File: src/rtl/operand_feeder_if.sv
// operand_feeder_if: host write, bias, control and consumer handshake bundle for operand_feeder.
interface operand_feeder_if #(
  parameter int DATA_WIDTH = 16,
  parameter int NUM_UNITS  = 4,
  parameter int DEPTH      = 8
);
  localparam int CW = $clog2(DEPTH + 1);
  logic wr_valid, wr_ready, bias_we, go, clear, advance, consumer_done;
  logic start_out, busy, batch_done;
  logic [NUM_UNITS-1:0][DATA_WIDTH-1:0] wr_a, wr_b, bias_in, a_out_array, b_out_array, bias_array;
  logic [CW-1:0] length_out, count;
  modport slave (
    input  wr_valid, wr_a, wr_b, bias_we, bias_in, go, clear, advance, consumer_done,
    output wr_ready, start_out, length_out, a_out_array, b_out_array, bias_array, count, busy, batch_done
  );
  modport master (
    output wr_valid, wr_a, wr_b, bias_we, bias_in, go, clear, advance, consumer_done,
    input  wr_ready, start_out, length_out, a_out_array, b_out_array, bias_array, count, busy, batch_done
  );
endinterface

File: src/rtl/operand_feeder.sv
// operand_feeder: buffers operand pairs and a bias vector, then feeds them to the dot-product unit one batch at a time.
// Define OPERAND_FEEDER_REPLAY_EN to keep each batch in the buffer so a later go re-issues it.
module operand_feeder #(
  parameter int DATA_WIDTH = 16,
  parameter int NUM_UNITS  = 4,
  parameter int DEPTH      = 8
) (
  input logic clk,
  input logic reset,
  operand_feeder_if.slave bus
);
  localparam int PW = $clog2(DEPTH);
  localparam int CW = $clog2(DEPTH + 1);
  localparam logic [CW-1:0] FULL = CW'(DEPTH);
  localparam logic [1:0] LOAD = 2'd0, ISSUE = 2'd1, RUN = 2'd2, WAIT_DONE = 2'd3;
  typedef logic [NUM_UNITS-1:0][DATA_WIDTH-1:0] vec_t;
  logic [1:0] state_q, state_d;
  logic [PW-1:0] rd_q, rd_d, wr_q, wr_d;
  logic [CW-1:0] cnt_q, cnt_d, rem_q, rem_d, len_q, len_d;
  vec_t bias_q, bias_d;
  vec_t mem_a_q [DEPTH];
  vec_t mem_b_q [DEPTH];
  logic wr_fire, head;
`ifdef OPERAND_FEEDER_REPLAY_EN
  logic [PW-1:0] base_q, base_d;
`endif
  assign bus.wr_ready    = state_q == LOAD && cnt_q < FULL;
  assign wr_fire         = bus.wr_valid && bus.wr_ready && !bus.clear;
  assign head            = state_q == ISSUE || state_q == RUN;
  assign bus.a_out_array = head ? mem_a_q[rd_q] : '0;
  assign bus.b_out_array = head ? mem_b_q[rd_q] : '0;
  assign bus.start_out   = state_q == ISSUE;
  assign bus.busy        = state_q != LOAD;
  assign bus.batch_done  = state_q == WAIT_DONE && bus.consumer_done;
  assign bus.length_out  = len_q;
  assign bus.count       = cnt_q;
  assign bus.bias_array  = bias_q;
  always_comb begin
    state_d = state_q;
    rd_d    = rd_q;
    wr_d    = wr_q;
    cnt_d   = cnt_q;
    rem_d   = rem_q;
    len_d   = len_q;
    bias_d  = bus.bias_we && state_q == LOAD ? bus.bias_in : bias_q;
`ifdef OPERAND_FEEDER_REPLAY_EN
    base_d  = base_q;
`endif
    case (state_q)
      LOAD: begin
        if (bus.clear) begin
          rd_d  = '0;
          wr_d  = '0;
          cnt_d = '0;
        end else begin
          wr_d  = wr_fire ? wr_q + 1'b1 : wr_q;
          cnt_d = wr_fire ? cnt_q + 1'b1 : cnt_q;
          // length is latched at go so it is already valid alongside the start pulse
          if (bus.go && cnt_d != '0) begin
            state_d = ISSUE;
            len_d   = cnt_d;
            rem_d   = cnt_d;
`ifdef OPERAND_FEEDER_REPLAY_EN
            base_d  = rd_q;
`endif
          end
        end
      end
      ISSUE: state_d = RUN;
      RUN: if (bus.advance) begin
        rd_d    = rd_q + 1'b1;
        cnt_d   = cnt_q - 1'b1;
        rem_d   = rem_q - 1'b1;
        state_d = rem_q == CW'(1) ? WAIT_DONE : RUN;
      end
      WAIT_DONE: if (bus.consumer_done) begin
        state_d = LOAD;
`ifdef OPERAND_FEEDER_REPLAY_EN
        rd_d    = base_q;
        cnt_d   = len_q;
`endif
      end
    endcase
  end
  always_ff @(posedge clk) begin
    if (reset) begin
      state_q <= LOAD;
      rd_q    <= '0;
      wr_q    <= '0;
      cnt_q   <= '0;
      rem_q   <= '0;
      len_q   <= '0;
      bias_q  <= '0;
    end else begin
      state_q <= state_d;
      rd_q    <= rd_d;
      wr_q    <= wr_d;
      cnt_q   <= cnt_d;
      rem_q   <= rem_d;
      len_q   <= len_d;
      bias_q  <= bias_d;
    end
  end
`ifdef OPERAND_FEEDER_REPLAY_EN
  always_ff @(posedge clk) begin
    if (reset) base_q <= '0;
    else base_q <= base_d;
  end
`endif
  always_ff @(posedge clk) begin
    if (wr_fire) begin
      mem_a_q[wr_q] <= bus.wr_a;
      mem_b_q[wr_q] <= bus.wr_b;
    end
  end
endmodule

File: src/flat_wrapper.sv
// flat-port wrapper written by rule: the top's interface ports become plain ports
module operand_feeder_flat 
#(
  parameter int DATA_WIDTH = 16,
  parameter int NUM_UNITS  = 4,
  parameter int DEPTH      = 8
)
  (clk, reset, bus_wr_valid, bus_wr_a, bus_wr_b, bus_bias_we, bus_bias_in, bus_go, bus_clear, bus_advance, bus_consumer_done, bus_wr_ready, bus_start_out, bus_length_out, bus_a_out_array, bus_b_out_array, bus_bias_array, bus_count, bus_busy, bus_batch_done);
  operand_feeder_if #(.DATA_WIDTH(DATA_WIDTH), .NUM_UNITS(NUM_UNITS), .DEPTH(DEPTH)) bus_i ();
  input logic clk;
  input logic reset;
  input wire logic [$bits(bus_i.wr_valid)-1:0] bus_wr_valid;
  input wire logic [$bits(bus_i.wr_a)-1:0] bus_wr_a;
  input wire logic [$bits(bus_i.wr_b)-1:0] bus_wr_b;
  input wire logic [$bits(bus_i.bias_we)-1:0] bus_bias_we;
  input wire logic [$bits(bus_i.bias_in)-1:0] bus_bias_in;
  input wire logic [$bits(bus_i.go)-1:0] bus_go;
  input wire logic [$bits(bus_i.clear)-1:0] bus_clear;
  input wire logic [$bits(bus_i.advance)-1:0] bus_advance;
  input wire logic [$bits(bus_i.consumer_done)-1:0] bus_consumer_done;
  output wire logic [$bits(bus_i.wr_ready)-1:0] bus_wr_ready;
  output wire logic [$bits(bus_i.start_out)-1:0] bus_start_out;
  output wire logic [$bits(bus_i.length_out)-1:0] bus_length_out;
  output wire logic [$bits(bus_i.a_out_array)-1:0] bus_a_out_array;
  output wire logic [$bits(bus_i.b_out_array)-1:0] bus_b_out_array;
  output wire logic [$bits(bus_i.bias_array)-1:0] bus_bias_array;
  output wire logic [$bits(bus_i.count)-1:0] bus_count;
  output wire logic [$bits(bus_i.busy)-1:0] bus_busy;
  output wire logic [$bits(bus_i.batch_done)-1:0] bus_batch_done;
  assign bus_i.wr_valid = bus_wr_valid;
  assign bus_i.wr_a = bus_wr_a;
  assign bus_i.wr_b = bus_wr_b;
  assign bus_i.bias_we = bus_bias_we;
  assign bus_i.bias_in = bus_bias_in;
  assign bus_i.go = bus_go;
  assign bus_i.clear = bus_clear;
  assign bus_i.advance = bus_advance;
  assign bus_i.consumer_done = bus_consumer_done;
  assign bus_wr_ready = bus_i.wr_ready;
  assign bus_start_out = bus_i.start_out;
  assign bus_length_out = bus_i.length_out;
  assign bus_a_out_array = bus_i.a_out_array;
  assign bus_b_out_array = bus_i.b_out_array;
  assign bus_bias_array = bus_i.bias_array;
  assign bus_count = bus_i.count;
  assign bus_busy = bus_i.busy;
  assign bus_batch_done = bus_i.batch_done;
  operand_feeder #(.DATA_WIDTH(DATA_WIDTH), .NUM_UNITS(NUM_UNITS), .DEPTH(DEPTH)) u_core (.clk(clk), .reset(reset), .bus(bus_i));
endmodule
File: config.mk
export PLATFORM = sky130hd
export DESIGN_NAME = operand_feeder_flat
export DESIGN_NICKNAME = d
export VERILOG_FILES = /design/src/rtl/operand_feeder_if.sv /design/src/rtl/operand_feeder.sv /design/src/flat_wrapper.sv
export SDC_FILE = /design/constraint.sdc
export NUM_CORES = 1
export LEC_CHECK = 0
export CORE_MARGIN = 3
export CORE_UTILIZATION = 26
export CTS_CLUSTER_SIZE = 16
export DETAILED_ROUTE_END_ITERATION = 10
export PLACE_DENSITY = 0.39
export SLEW_MARGIN = 30
export SYNTH_ARGS = -nofsm -noshare
export SYNTH_HDL_FRONTEND = slang
export SYNTH_SLANG_ARGS = --single-unit
File: constraint.sdc
create_clock -name clk -period 15.7 [get_ports clk]
set_input_delay 2.355 -clock clk [delete_from_list [all_inputs] [get_ports clk]]
set_output_delay 2.355 -clock clk [all_outputs]
set_load 0.01 [all_outputs]
# [Word-level counts from Yosys, hierarchy flattened]
# Memories as Yosys holds them, arrays and structs flattened. A register that Yosys moved wholly into a read port is not among the register bits.
# Cells that the tools add are included.
[totals] ff_bits=84 output_inout_bits=204 mem_bits_rw=1024 mem_count=2
[memory_table] name="u_core.mem_a_q" words=8 word_bits=64 rd=1 rd_clocked_by_memory_dff=1 wr=1 line_no="operand_feeder.sv:21" text="vec_t mem_a_q [DEPTH];"
[memory_table] name="u_core.mem_b_q" words=8 word_bits=64 rd=1 rd_clocked_by_memory_dff=1 wr=1 line_no="operand_feeder.sv:22" text="vec_t mem_b_q [DEPTH];"
[op_classes] n_bitwise=1 n_addsub=5 mux=27 eq_ne=9 magnitude_cmp=1 n_reduce_logical=19
[ops] op="$mux W64" count=2
[ops] op="$mux W3" count=8
[ops] op="$mux W4" count=6
[ops] op="$pmux W4 S2" count=2
[ops] op="$ne A2 B2 Y1 const B" count=5
[ops] op="$mux W2" count=4
[ops] op="$pmux W2 S4" count=1
[ops] op="$reduce_and A4 Y1" count=2
[ops] op="$sub A4 B1 Y4 const B" count=2
[ops] op="$add A3 B1 Y3 const B" count=2
[ops] op="$logic_and A1 B1 Y1" count=6
[ops] op="$pmux W3 S2" count=1
[ops] op="$reduce_and A3 Y1" count=2
[ops] op="$reduce_bool A2 Y1" count=3
[ops] op="$add A4 B1 Y4 const B" count=1
[ops] op="$eq A2 B2 Y1 const B" count=2
[ops] op="$eq A4 B1 Y1 const B" count=1
[ops] op="$lt A4 B4 Y1 const B" count=1
[ops] op="$reduce_and A2 Y1" count=2
[ops] op="$reduce_bool A4 Y1" count=1
[ops] op="$mux W1" count=3
[ops] op="$eq A2 B1 Y1 const B" count=1
[ops] op="$logic_not A2 Y1" count=1
[ops] op="$logic_not A1 Y1" count=1
[ops] op="other kinds (2)" count=2

# [Depth between registers and ports, before layout]
[logic_depth] depth_word=10 mapped_depth=9 mapped_depth_nobuf=7

# [Worst setup path after synthesis]
# OpenSTA, ideal clock, no wires.
[synth_timing] kind="input port to flip-flop" startpoint="in bus_clear" endpoint="mem u_core.mem_a_q[0][0] (netlist bit), enable pin" arrival_time_ns=11.795 path_stages=5 setup_time_ns=0.772 slack_ns=3.133 path_cell_list="buf_2 -> and4bb_4 -> buf_2 -> nand2b_1 -> nor3_1"
[synth_between] elab_chain_cells=4
[synth_rtl] element="start: declaration" line_no="flat_wrapper.sv:18" text="input wire logic [$bits(bus_i.clear)-1:0] bus_clear;"
[synth_rtl] element="$logic_not A1 Y1" line_no="operand_feeder.sv:28" text="assign wr_fire = bus.wr_valid && bus.wr_ready && !bus.clear;"
[synth_rtl] element="$logic_and A1 B1 Y1" line_no="operand_feeder.sv:28"
[synth_rtl] element="$mux W1" line_no="operand_feeder.sv:111" text="if (wr_fire) begin"
[synth_rtl] element="$mux W1 (implied by the code)" line_no="operand_feeder.sv:112" text="mem_a_q[wr_q] <= bus.wr_a;"
[synth_rtl] element="end: declaration" line_no="operand_feeder.sv:21"
# Every way passes these cells.

==> results.json <==
{
  "outcome": "complete, no violations",
  "fp.coreArea_mm2": 0.162,
  "rows": 147,
  "async_flop_share": 0,
  "p_switching_mw": 2.03,
  "ys.flop_type": "edfxtp_1",
  "power.total_mw": 7.88,
  "slowest_stage": "buf_4",
  "tns_ns": 0,
  "post_cts_buffers": 0,
  "reg2reg_to": "u_core.mem_a_q[0][17]",
  "slew_violations": 0,
  "vias": 21199,
  "syn_area_mm2": 0.0426,
  "final-hold-violation-count": 0,
  "cp_max_fo": 64,
  "path_buf_inv": 4,
  "path_clk_slew_ns": 0.06,
  "grt_start_max_net_pins": 89,
  "io_pins": 404,
  "p_int_mw": 5.85,
  "gr-usage-all-layers": 0.135,
  "cts_max_level": 4,
  "cts-resized-gates": 0,
  "power.share.clock": 0.383,
  "synth-edff-count": 1024,
  "arrival_ns": 4.93,
  "cts_buffer_depth": 3,
  "crit_type": "flop to output port",
  "max_clock_freq_mhz": 137,
  "ir_drop_mv": 0.111,
  "reg2reg_slack_ns": 11.59,
  "route.antenna.remaining_nets": 0,
  "wirelength_um": 115000,
  "hpwl_um": 63400,
  "syn-num-nets": 2284,
  "antenna_found_initial": 20,
  "post-route-util": 0.332,
  "cts_hold_buffers": 0,
  "drive_gt1_frac": 0.190,
  "yosysMostFrequentCell": "edfxtp_1",
  "finalClockSkew_ns": 0.0210,
  "crit_path_end_kind": "output port",
  "yosys-top-cells-area": "edfxtp_1, mux4_2, dfxtp_1",
  "cts_made_buffers": 135,
  "drc_errors": 0,
  "tightestPinTransition_ns": 0.951,
  "crit_required_ns": 13.35,
  "period_needed_ns": 7.29,
  "synth_top_cell_by_area": "edfxtp_1",
  "wl_per_cell_um": 23.9,
  "critPathLaunchType": "flop",
  "drv_cap": 0,
  "drt_pass1_iterations": 7,
  "synth_top_area_share": 0.722,
  "numPortBuffers": 403,
  "syn-instance-count": 2073,
  "synth.distinct_cells": 47,
  "clk-insertion-delay-late_ns": 0.75,
  "hold_class": "flop to flop",
  "finalCritPeriodShare": 0.464,
  "combPwrFrac": 0.183,
  "cp_slowest_stage_delay_ns": 0.73,
  "grt_first_pass_wirelength_um": 166000,
  "syn_to_final_growth_pct": 26.0,
  "avgSynthCellArea_um2": 20.5,
  "grt-ovfl-total": 0,
  "setup_viol": 0,
  "p_sw_frac": 0.257,
  "clockRootBuffer": "clkbuf_16",
  "yosys-top-cells-count": "edfxtp_1, mux4_2, nand2_1, mux2i_1, nor2b_1",
  "routabilityCongestion": 0.788,
  "crit_top_cell": "buf_4",
  "cts_tree": "built",
  "dieWidth_um": 411,
  "slew_headroom": 0.366,
  "initial_core_util": 0.263,
  "p_per_area_mw_per_mm2": 147,
  "synth_seq_cells": 1111,
  "p_leak_nw": 16.2,
  "ys_warn_count": 0,
  "cp-endpoint": "bus_a_out_array[32]",
  "grt_pass1_vias": 23158,
  "reg2reg_depth": 7,
  "synth_seq_area_share": 0.763,
  "crit_chain": "buf_4, buf_4, buf_6, mux4_2, mux2i_1, nor2b_1, clkdlybuf4s50_1",
  "drt-initial-drc-count": 1183,
  "worst-path-stages": 7,
  "fin_nets": 2750,
  "rsz0062_at_grt": "false",
  "fp.dieH_um": 411,
  "r2r_start": "u_core.state_q[0]",
  "dieArea_mm2": 0.169,
  "seqPwrFrac": 0.433,
  "viasPerCell": 4.41,
  "cp_top_family": "buffers and inverters",
  "cts.sinks": 1111
}
## kinds of logic (layout without fill, tap and decap cells)
logic type / Yosys count / count (layout) / share of synthesized area
buffers and inverters: 124 / 693 / 0.0120
flip-flops: 1111 / 1111 / 0.763
AO/OA/AOI/OAI: 98 / 98 / 0.0135
adder cells (fa/ha/maj): 11 / 11 / 0.00323
AND/OR/NAND/NOR: 329 / 329 / 0.0389
XOR/XNOR: 3 / 3 / 0.000617
other: 0 / 7 / 0
multiplexers: 397 / 397 / 0.169
## tightest hold or removal path, stage by stage (launching register included)
cell,delay (ns)
dfxtp_1,0.30
nand2_1,0.05
a21oi_1,0.05
## power by group through the flow
| stage | Sequential, mW | Combinational [mW] | Clock, mW |
|---|---|---|---|
| CTS | 3.41 | 1.51 | 3.14 |
| detailed placement | 3.47 | 1.50 | 0 |
| global placement | 3.47 | 1.48 | 0 |
| global route | 3.42 | 1.57 | 3.26 |
| floorplan | 3.49 | 0.698 | 0 |
| finish | 3.41 | 1.44 | 3.02 |
## placed cells by master, fill, tap and decap left out, types with 3 or more instances in the layout
cell type / n
a31oi_1: 4
bufinv_16: 9
dfxtp_4: 3
diode_2: 7
o211ai_1: 3
nand2b_1: 6
clkbuf_1: 36
nor2_4: 6
o21ai_0: 6
nor2b_1: 133
buf_12: 4
nor3_2: 3
a21oi_1: 71
clkinv_1: 22
nor2_1: 14
buf_4: 23
edfxtp_1: 1024
buf_6: 11
dfxtp_1: 84
inv_16: 6
inv_1: 9
nand2_1: 145
mux2i_1: 140
clkinv_2: 19
nand3_1: 5
inv_6: 3
clkinv_8: 3
clkbuf_16: 139
ha_1: 10
mux4_2: 256
nor4_1: 3
clkdlybuf4s50_1: 402
## state kept, by name, summed over array words and instances (netlist names), named ones only
name                   cells
u_core.mem_a_q           512
u_core.mem_b_q           512
u_core.bus.bias_array     64
u_core.bus.count           4
u_core.bus.length_out      4
u_core.rem_q               4
u_core.rd_q                3
u_core.wr_q                3
u_core.state_q             2
## worst min-delay path by stage
stage / from / to / slack, ns / cells past startpoint
final: u_core.bus.bias_array[9] / u_core.bus.bias_array[9] / 0.45 / 2
after global routing: u_core.bus.bias_array[29] / u_core.bus.bias_array[29] / 0.47 / 2
after CTS: u_core.bus.bias_array[36] / u_core.bus.bias_array[36] / 0.45 / 2
after detailed placement: u_core.bus.bias_array[36] / u_core.bus.bias_array[36] / 0.45 / 2
after global placement: u_core.bus.bias_array[46] / u_core.bus.bias_array[46] / 0.44 / 2
after floorplan: u_core.wr_q[0] / u_core.wr_q[0] / 0.46 / 2
## area by class of cell
cell class,instances,area (um2)
Fill cell,15366,108000
Sequential cell,1111,32500
Multi-Input combinational cell,838,9650
Timing Repair Buffer,443,4460
Clock buffer,176,3630
Tap cell,2160,2700
Clock inverter,64,667
Inverter,10,37.5
Antenna cell,7,17.5
## layer usage
metal | vias up | global-route usage | part of all wire
met3 | 188 | 0.0402 | 0.064
met1 | 11152 | 0.165 | 0.41
met5 | - | 0 | 0.00095
met2 | 527 | 0.232 | 0.50
met4 | 16 | 0.0349 | 0.020
li1 | 9316 | - | -
## metrics by stage
stage               worst slack, ns  hold WS [ns]  instance area [um2]  cells
floorplan                      3.13         0.462                42600   2073
global placement               8.61         0.443                49200   4559
detailed placement             8.92         0.447                49300   4562
CTS                            8.05         0.454                53600   4802
global route                   8.02         0.469                53600   4802
finish                         8.41         0.452                53700   4809
Note: power is estimated with default switching activity, not from simulation.
